File: src/rtl/div_pkg.sv
// Shared types and constants for the run-time clock divider controller.
package div_pkg;

  localparam int DEF_CNT_W = 8;
  localparam int MIN_DIV   = 2;

  typedef enum logic [1:0] {
    IDLE  = 2'd0,
    RUN   = 2'd1,
    DRAIN = 2'd2
  } state_t;

endpackage

File: src/rtl/div_counter.sv
// Period counter with registered divided output and period-start tick.
// The control FSM supplies the next run state and the ratio for the next cycle.
module div_counter
  import div_pkg::*;
#(
  parameter int CNT_W = DEF_CNT_W
) (
  input  logic             clk,
  input  logic             rst,
  input  logic             run_next,
  input  logic             start,
  input  logic [CNT_W-1:0] cur_div,
  input  logic [CNT_W-1:0] div_next,
  output logic             wrap,
  output logic             clk_out,
  output logic             tick
);

  localparam logic [CNT_W-1:0] ONE = CNT_W'(1);

  logic [CNT_W-1:0] cnt;
  logic [CNT_W-1:0] cnt_next;
  logic             clk_d;
  logic             tick_d;

  assign wrap = (cnt == (cur_div - ONE));

  // A fresh start or an idle cycle restarts the period at zero.
  always_comb begin
    cnt_next = '0;
    if (run_next && !start && !wrap) begin
      cnt_next = cnt + ONE;
    end
    clk_d  = run_next & (cnt_next < (div_next >> 1));
    tick_d = run_next & (cnt_next == '0);
  end

  always_ff @(posedge clk or posedge rst) begin
    if (rst) begin
      cnt     <= '0;
      clk_out <= 1'b0;
      tick    <= 1'b0;
    end else begin
      cnt     <= cnt_next;
      clk_out <= clk_d;
      tick    <= tick_d;
    end
  end

endmodule

File: src/rtl/div_ratio_ctrl.sv
// Divide-ratio controller: run/drain FSM plus a one-deep ratio buffer that is
// applied only at a period boundary so the divided output never glitches.
module div_ratio_ctrl
  import div_pkg::*;
#(
  parameter int CNT_W       = DEF_CNT_W,
  parameter int DEFAULT_DIV = 2
) (
  input  logic             clk,
  input  logic             rst,
  input  logic             en,
  input  logic             cfg_valid,
  input  logic [CNT_W-1:0] cfg_div,
  output logic             cfg_ready,
  output logic             cfg_err,
  output logic [CNT_W-1:0] cur_div,
  output logic             running,
  output logic             clk_out,
  output logic             tick
);

  localparam logic [CNT_W-1:0] MIN_D = CNT_W'(MIN_DIV);
  localparam logic [CNT_W-1:0] RST_D = CNT_W'(DEFAULT_DIV);

  // Handshake: a ratio transfers on any edge where cfg_valid & cfg_ready;
  // cfg_ready is low exactly while a legal ratio waits to be applied.

  state_t           state;
  state_t           state_next;
  logic             pending;
  logic [CNT_W-1:0] pend_div;
  logic [CNT_W-1:0] div_next;
  logic             wrap;
  logic             boundary;
  logic             apply;
  logic             accept;

  assign cfg_ready = ~pending;
  assign running   = (state != IDLE);
  assign accept    = cfg_valid & cfg_ready;
  assign boundary  = (state != IDLE) & wrap;
  assign apply     = pending & ((state == IDLE) | boundary);
  assign div_next  = apply ? pend_div : cur_div;

  always_comb begin
    state_next = state;
    case (state)
      IDLE:    if (en) state_next = RUN;
      RUN:     if (!en) state_next = boundary ? IDLE : DRAIN;
      DRAIN: begin
        if (en)            state_next = RUN;
        else if (boundary) state_next = IDLE;
      end
      default: state_next = IDLE;
    endcase
  end

  always_ff @(posedge clk or posedge rst) begin
    if (rst) begin
      state    <= IDLE;
      pending  <= 1'b0;
      pend_div <= RST_D;
      cur_div  <= RST_D;
      cfg_err  <= 1'b0;
    end else begin
      state   <= state_next;
      cfg_err <= accept & (cfg_div < MIN_D);
      // Apply and accept never coincide: accept requires no pending ratio.
      if (apply) begin
        cur_div <= pend_div;
        pending <= 1'b0;
      end else if (accept && (cfg_div >= MIN_D)) begin
        pend_div <= cfg_div;
        pending  <= 1'b1;
      end
    end
  end

  div_counter #(.CNT_W(CNT_W)) u_counter (
    .clk      (clk),
    .rst      (rst),
    .run_next (state_next != IDLE),
    .start    (state == IDLE),
    .cur_div  (cur_div),
    .div_next (div_next),
    .wrap     (wrap),
    .clk_out  (clk_out),
    .tick     (tick)
  );

endmodule
File: config.mk
export PLATFORM = sky130hd
export DESIGN_NAME = div_ratio_ctrl
export DESIGN_NICKNAME = d
export VERILOG_FILES = /design/src/rtl/div_pkg.sv /design/src/rtl/div_counter.sv /design/src/rtl/div_ratio_ctrl.sv
export SDC_FILE = /design/constraint.sdc
export NUM_CORES = 1
export LEC_CHECK = 0
export CORE_MARGIN = 4
export CORE_UTILIZATION = 28
export DETAILED_ROUTE_END_ITERATION = 8
export PLACE_DENSITY = 0.52
export RECOVER_POWER = 100
export SYNTH_ARGS = -nofsm -noshare
export SYNTH_HDL_FRONTEND = slang
export SYNTH_SLANG_ARGS = --single-unit
File: constraint.sdc
create_clock -name clk -period 3.4 [get_ports clk]
set_input_delay 0.68 -clock clk [delete_from_list [all_inputs] [get_ports clk]]
set_output_delay 0.68 -clock clk [all_outputs]
set_load 0.02 [all_outputs]
== Word-level counts from Yosys, hierarchy flattened ==
Index checks and enable logic that the tools add are counted.

* Add/subtract/negate cells: 2
* Order comparisons: 3
* Equality and inequality tests: 3
* Muxes and demuxes: 10
* Bitwise operators: 9
* Reductions and logical operators: 11

{| class="wikitable"
|+ Operators with widths
! cell !! count
|-
| 2-to-1 mux 8 bit || 2
|-
| 2-to-1 mux 2 bit || 5
|-
| adder 8 x 1 -> 8 bit (second input constant) || 1
|-
| equality test 8 bit || 1
|-
| >= comparator 8 x 2 -> 1 bit (second input constant) || 1
|-
| zero test 8 bit || 1
|-
| less-than comparator 8 x 2 -> 1 bit (second input constant) || 1
|-
| less-than comparator 8 x 7 -> 1 bit || 1
|-
| subtractor 8 x 1 -> 8 bit (second input constant) || 1
|-
| AND 1 bit || 6
|-
| case mux 2 bit (3 select lines) || 1
|-
| nonzero test 2 bit || 3
|-
| logical AND 1 bit || 3
|-
| equality test 2 x 1 -> 1 bit (second input constant) || 1
|-
| equality test 2 bit (second input constant) || 1
|-
| zero test 1 bit || 2
|-
| zero test 2 bit || 1
|-
| 2-to-1 mux 1 bit || 2
|-
| NOT 1 bit || 2
|-
| AND reduction 2 bit || 1
|-
| OR 1 bit || 1
|}

* Flip-flop bits (word level): 30
* Input bits: 12

== Logic depth before layout (Yosys ltp) ==
* Depth after elaboration: 12
* Mapped depth: 16

== Modules after synthesis ==
Synthesis repeated with hierarchy kept, for this count alone.

* Cells, all modules: 162
* Area, all modules: 1806.7 µm²

{| class="wikitable"
|+ Modules (own cells, without submodules)
! module !! times used !! cells an instance !! area each (µm²)
|-
| div_counter || 1 || 109 || 1013.5
|-
| div_ratio_ctrl || 1 || 53 || 793.3
|}

== Least setup slack after synthesis ==
OpenSTA, ideal clock, no wires.

* Kind: reg2reg
* Start point: register cur_div[1]
* End point: register u_counter.clk_out
* Library setup time: 0.066 ns
* Data arrival time: 3.265 ns
* Setup slack: 0.069 ns
* Stages on the path, launching flop included: 17
* Buffers on the path: 1
* Clock period less this slack: 3.331 ns
* Path through: dfstp_2 inv_1 ha_1 xnor2_1 a2111oi_4 nand4_1 a21o_1 buf_6 nor2_1 a21oi_1 ha_1 o21a_1 o21a_1 o21ai_0 nand2b_1 a21oi_1 o311a_1

* Cells in the longest elaborated chain, start to end: 12
* Elaborated cells between the ends (all ways): 18
* Classes of those cells: 1 x add/sub; 1 x order compare; 1 x eq/ne; 7 x mux; 4 x bitwise; 4 x reduce/logical

{| class="wikitable"
|+ Ends and longest elaborated chain
! element !! RTL line !! RTL
|-
| start: declaration || div_ratio_ctrl.sv:16 || <nowiki>output logic [CNT_W-1:0] cur_div,</nowiki>
|-
| start signal: assignment || div_ratio_ctrl.sv:70 || <nowiki>cur_div <= pend_div;</nowiki>
|-
| subtractor 8 x 1 -> 8 bit || div_counter.sv:26 || <nowiki>assign wrap = (cnt == (cur_div - ONE));</nowiki>
|-
| equality test 8 bit || div_counter.sv:26 ||
|-
| AND 1 bit || div_ratio_ctrl.sv:41 || <nowiki>assign boundary = (state != IDLE) & wrap;</nowiki>
|-
| 2-to-1 mux 2 bit, on equally long branches || div_ratio_ctrl.sv:52, div_ratio_ctrl.sv:49 ||
|-
| 2-to-1 mux 2 bit, on equally long branches || div_ratio_ctrl.sv:51, div_ratio_ctrl.sv:49 ||
|-
| case mux 2 bit (3 select lines) || div_ratio_ctrl.sv:47 || <nowiki>case (state)</nowiki>
|-
| nonzero test 2 bit || div_ratio_ctrl.sv:82 || <nowiki>.run_next (state_next != IDLE),</nowiki>
|-
| logical AND 1 bit (2 in series) || div_counter.sv:31 || <nowiki>if (run_next && !start && !wrap) begin</nowiki>
|-
| 2-to-1 mux 8 bit || div_counter.sv:31 ||
|-
| less-than comparator 8 x 7 -> 1 bit || div_counter.sv:34 || <nowiki>clk_d = run_next & (cnt_next < (div_next >> 1));</nowiki>
|-
| AND 1 bit * || div_counter.sv:34 ||
|-
| net u_counter.clk_d || div_counter.sv:23 || <nowiki>logic clk_d;</nowiki>
|-
| end signal: assignment || div_counter.sv:45 || <nowiki>clk_out <= clk_d;</nowiki>
|-
| end: declaration || div_counter.sv:15 || <nowiki>output logic clk_out,</nowiki>
|}

The timed path passes the listed nets; every way through them passes the cells marked *.
A chain may end at the register's enable or synchronous reset.

== Final worst setup path ==
Same ends and word-level chain as after synthesis.

==> results.txt <==
The count of final hold-check violations is 0. The floorplan has 28 rows. The number of CTS-inserted buffers came out at 5. The share of layout cells above drive strength 1 came out at between 10% and 20%. Setup violations remaining at the end of the flow were counted as 0.

The slowest stage of the critical path is the sky130_fd_sc_hd__dfstp_2 cell. The effective utilization at floorplan is 29.0%. The net count of the mapped netlist is 180. The peak supply drop came out at approximately 0.38 mV.

The most common library cell in the layout ignoring fill and taps is sky130_fd_sc_hd__dfrtp_1. The post-detailed-route count of antenna-violating nets came out at 0. The type of the worst setup path is reg -> reg. The worst setup path is launched from a flop. The fraction of registers with async set/reset came out at 100%. STA classifies the critical path endpoint as a flop. The count of buffers inserted at the top-level ports came out at 24. The final routed wirelength across all metal layers is 3820 um. The via density per instance is 4.66.

The initial antenna violation count is 0. The most critical setup path has its endpoint at u_counter.clk_out. Together, buffers and inverters on the worst path number 1. Of the total synthesized cell area, the portion taken by AND, OR, NAND and NOR gates is 16.5%. The kind of cell with the highest combined delay along the critical path is compound AO/OA/AOI/OAI gates. The distinct cell type count of the synthesized netlist came out at 50. The share of the clock period used by the worst path came out at roughly 93%. The routed via count came out at 1268.

The start point of the critical path is cur_div[1]. The final estimated routing congestion in global placement came out at 0.752. The first global-routing pass estimated 6350 um of wire. The top cell types in the final layout, fill and taps aside, are 28 x sky130_fd_sc_hd__dfrtp_1, 16 x sky130_fd_sc_hd__dlygate4sd3_1, 13 x sky130_fd_sc_hd__inv_1, 12 x sky130_fd_sc_hd__xnor2_1.

The warning count from the yosys run came out at 0. The floorplan die area came out at 0.00745 mm^2. The fraction of synthesized cell area in xor and xnor cells came out at 8.67%. The worst-case clock skew came out at between 0.005 and 0.006 ns. The clock tree from TritonCTS is built. In this run the critical register-to-register path is captured at u_counter.clk_out.

The number of max-cap violations is 1. Relative to the synthesized area, the layout overhead comes to 28.9%. The maximum fanout encountered on the critical timing path came out at 6.

The combined area of all synthesized cells came out at 0.00172 mm^2. Dividing the detail-routed wire length by the instance count gives 14.0 um. The detailed-route DRC error count came out at 0. Data on the critical path is required at its endpoint by 3.61 ns. For the pin with the worst max-slew slack, the measured transition is 1.62 ns. The most frequent cell on the critical path is sky130_fd_sc_hd__o21a_1. The number of diodes came out at 0.

The clock insertion delay at the later pin of the skew report came out at ~0.28 ns. 25 I/O pins were placed. The aggregate global routing overflow is 0. The multiplexer share of the synthesized area came out at 8.60%. The share of synthesized area occupied by flip-flops and latches came out at roughly 44%. The setup TNS is 0 ns. The floorplan die height came out at ~86 um. The final-report max-slew violation count came out at 31. Summing the areas of all compound-gate instances in the mapped netlist gives 12.0% of the synthesized area. The first routing iteration left 59 violations. The worst-case setup margin in the final layout is 0.240 ns.

The pin count of the biggest net entering global routing is 31. The worst slew margin relative to its limit came out at -8.09%. Among all flip-flop cells after synthesis, the most frequent one is sky130_fd_sc_hd__dfrtp_1.

The number of instances in the synthesized netlist is 160. The run finished, with violations left. For this design the ratio of total power to cell area is 863 mW/mm^2. The cell count of the worst reg-to-reg path is 15. The number of global-route vias before repair was 1259. The final core utilization is 37.4%. For this run, the top clock speed supported by timing is 316 MHz. The buffers inserted during post-CTS setup optimization is 0. The mean post-synth cell area is between 10 and 15 um^2. The worst flop-to-flop path startpoint is cur_div[1]. The longest individual stage delay on the worst path is around 0.53 ns. The critical path depth in cells is 15. The placeable core region is 0.00592 mm^2. The adder-cell area share of the yosys netlist came out at 5.83%. The net total in the final layout came out at 216. The number of search-and-repair iterations in the first detailed-routing pass came out at 4. The setup slack of the most critical reg-to-reg path came out at 0.24 ns. The wire-length estimate of the detail-placed layout is about 3000 um. The clock passes through at most 2 buffers.

The clock period could shrink to 3.16 ns. The flop and latch count out of synthesis came out at 30. The number of clock sinks seen by CTS came out at 30. The cell at the root of the clock tree is sky130_fd_sc_hd__clkbuf_8. At the worst endpoint, the arrival time is 3.37 ns. The total global routing track utilization is 11.3%. The number of levels in the clock H-tree is 2. The number of enable flip-flop cells after synthesis came out at 0.

In this run the worst hold path is classified as reg -> reg. The clock-pin slew on the worst setup and hold paths came out at 0.06 ns. The overall die width came out at 86.3 um.

OpenSTA, run right after detailed placement, puts the worst setup slack at 0.0211 ns. The number of hold buffers added after CTS was 0. By area, the combinational part of the netlist is dominated by simple AND/OR/NAND/NOR gates. The checks that failed: max-capacitance violations, max-slew violations. Traced cell by cell, the critical path runs through inv_1 > ha_2 > or3_4 > a31oi_4 > nand4_1 > a21o_4 > nor2_2 > a21oi_1 > ha_1 > o21a_1 > o21a_1 > o21ai_0 > nand2b_1 > a21oi_2 > o311a_1. The leakage component of the power came out at 0.000988 uW. The worst-case hold slack came out at 0.488 ns.
[routing by layer]
layer / wire, um / global-route usage [%] / share of wire, % / up-vias
met5: 0 / 0 / 0 / -
met4: 76 / 4.67 / 2.0 / 0
met3: 135 / 2.76 / 3.5 / 5
met2: 1790 / 18.1 / 47 / 20
met1: 1820 / 14.4 / 48 / 611
li1: - / - / - / 632
[final cells by class]
type                            count  area [um^2]
Clock buffer                        7         86.3
Tap cell                           75         93.8
Timing Repair Buffer               33          300
Inverter                           14         52.6
Clock inverter                      1         5.00
Fill cell                         571         3710
Sequential cell                    30          753
Multi-Input combinational cell    112          922
[cell families after synthesis]
kind of cell,Yosys count
AOI/OAI and AO/OA,26
xor gates and xnor gates,17
adders and majority gates,8
buffers and inverters,18
DFF,30
muxes,13
and+or+nand+nor,48
[flip-flops by register name, indices dropped and copies added, names as in the netlist]
| register | cells |
|---|---|
| u_counter.tick | 1 |
| pend_div | 8 |
| u_counter.clk_out | 1 |
| cfg_err | 1 |
| cur_div | 8 |
| u_counter.cnt | 8 |
| pending | 1 |
| state | 2 |
[cell usage after synthesis (2+ instances only)]
cell                       count  area (um^2)
sky130_fd_sc_hd__inv_1        13         48.8
sky130_fd_sc_hd__a21o_1        2         15.0
sky130_fd_sc_hd__or2_2         2         12.5
sky130_fd_sc_hd__a21oi_1       4         20.0
sky130_fd_sc_hd__mux2i_1       4         40.0
sky130_fd_sc_hd__o21ai_0       3         15.0
sky130_fd_sc_hd__xor2_1        5         43.8
sky130_fd_sc_hd__and3_1        5         31.3
sky130_fd_sc_hd__dfrtp_1      28          701
sky130_fd_sc_hd__nor2_1       10         37.5
sky130_fd_sc_hd__o21a_1        4         30.0
sky130_fd_sc_hd__mux2_2        7         78.8
sky130_fd_sc_hd__nand3b_1      2         15.0
sky130_fd_sc_hd__ha_1          8          100
sky130_fd_sc_hd__a31oi_1       2         12.5
sky130_fd_sc_hd__nor2b_1       2         12.5
sky130_fd_sc_hd__xnor2_1      12          105
sky130_fd_sc_hd__clkbuf_1      2         7.51
sky130_fd_sc_hd__nand3_1       4         20.0
sky130_fd_sc_hd__nand2_1       9         33.8
sky130_fd_sc_hd__dfstp_2       2         52.6
sky130_fd_sc_hd__nor4_1        2         12.5
[how the worst min path moves through the flow]
stage                  from  slack (ns)  cells past startpoint       to
floorplan           pending        0.45                      1  cfg_err
global placement    pending        0.48                      1  cfg_err
detailed placement  pending        0.48                      1  cfg_err
CTS                 pending        0.49                      1  cfg_err
global route        pending        0.53                      1  cfg_err
finish              pending        0.49                      1  cfg_err
[per-stage QoR]
stage / power [uW] / instances / instance area, um^2
after global placement: 1630 / 264 / 2090
after floorplan: 1270 / 160 / 1720
after detailed placement: 1630 / 264 / 2090
final: 1910 / 272 / 2210
after CTS: 1940 / 272 / 2190
after global routing: 2060 / 272 / 2210
[what timing repair did]
item | CTS | global route
pin swaps | 0 | 3
resized for setup | 1 | 8
endpoints found under the setup margin | 1 | 1
[report_power, final]
| group | internal, uW | total, uW | switching, uW |
|---|---|---|---|
| logic | 479 | 993 | 514 |
| clock network | 163 | 297 | 134 |
| registers | 496 | 621 | 125 |
| total | 1140 | 1910 | 773 |
Power figures use the tool's default switching activity.
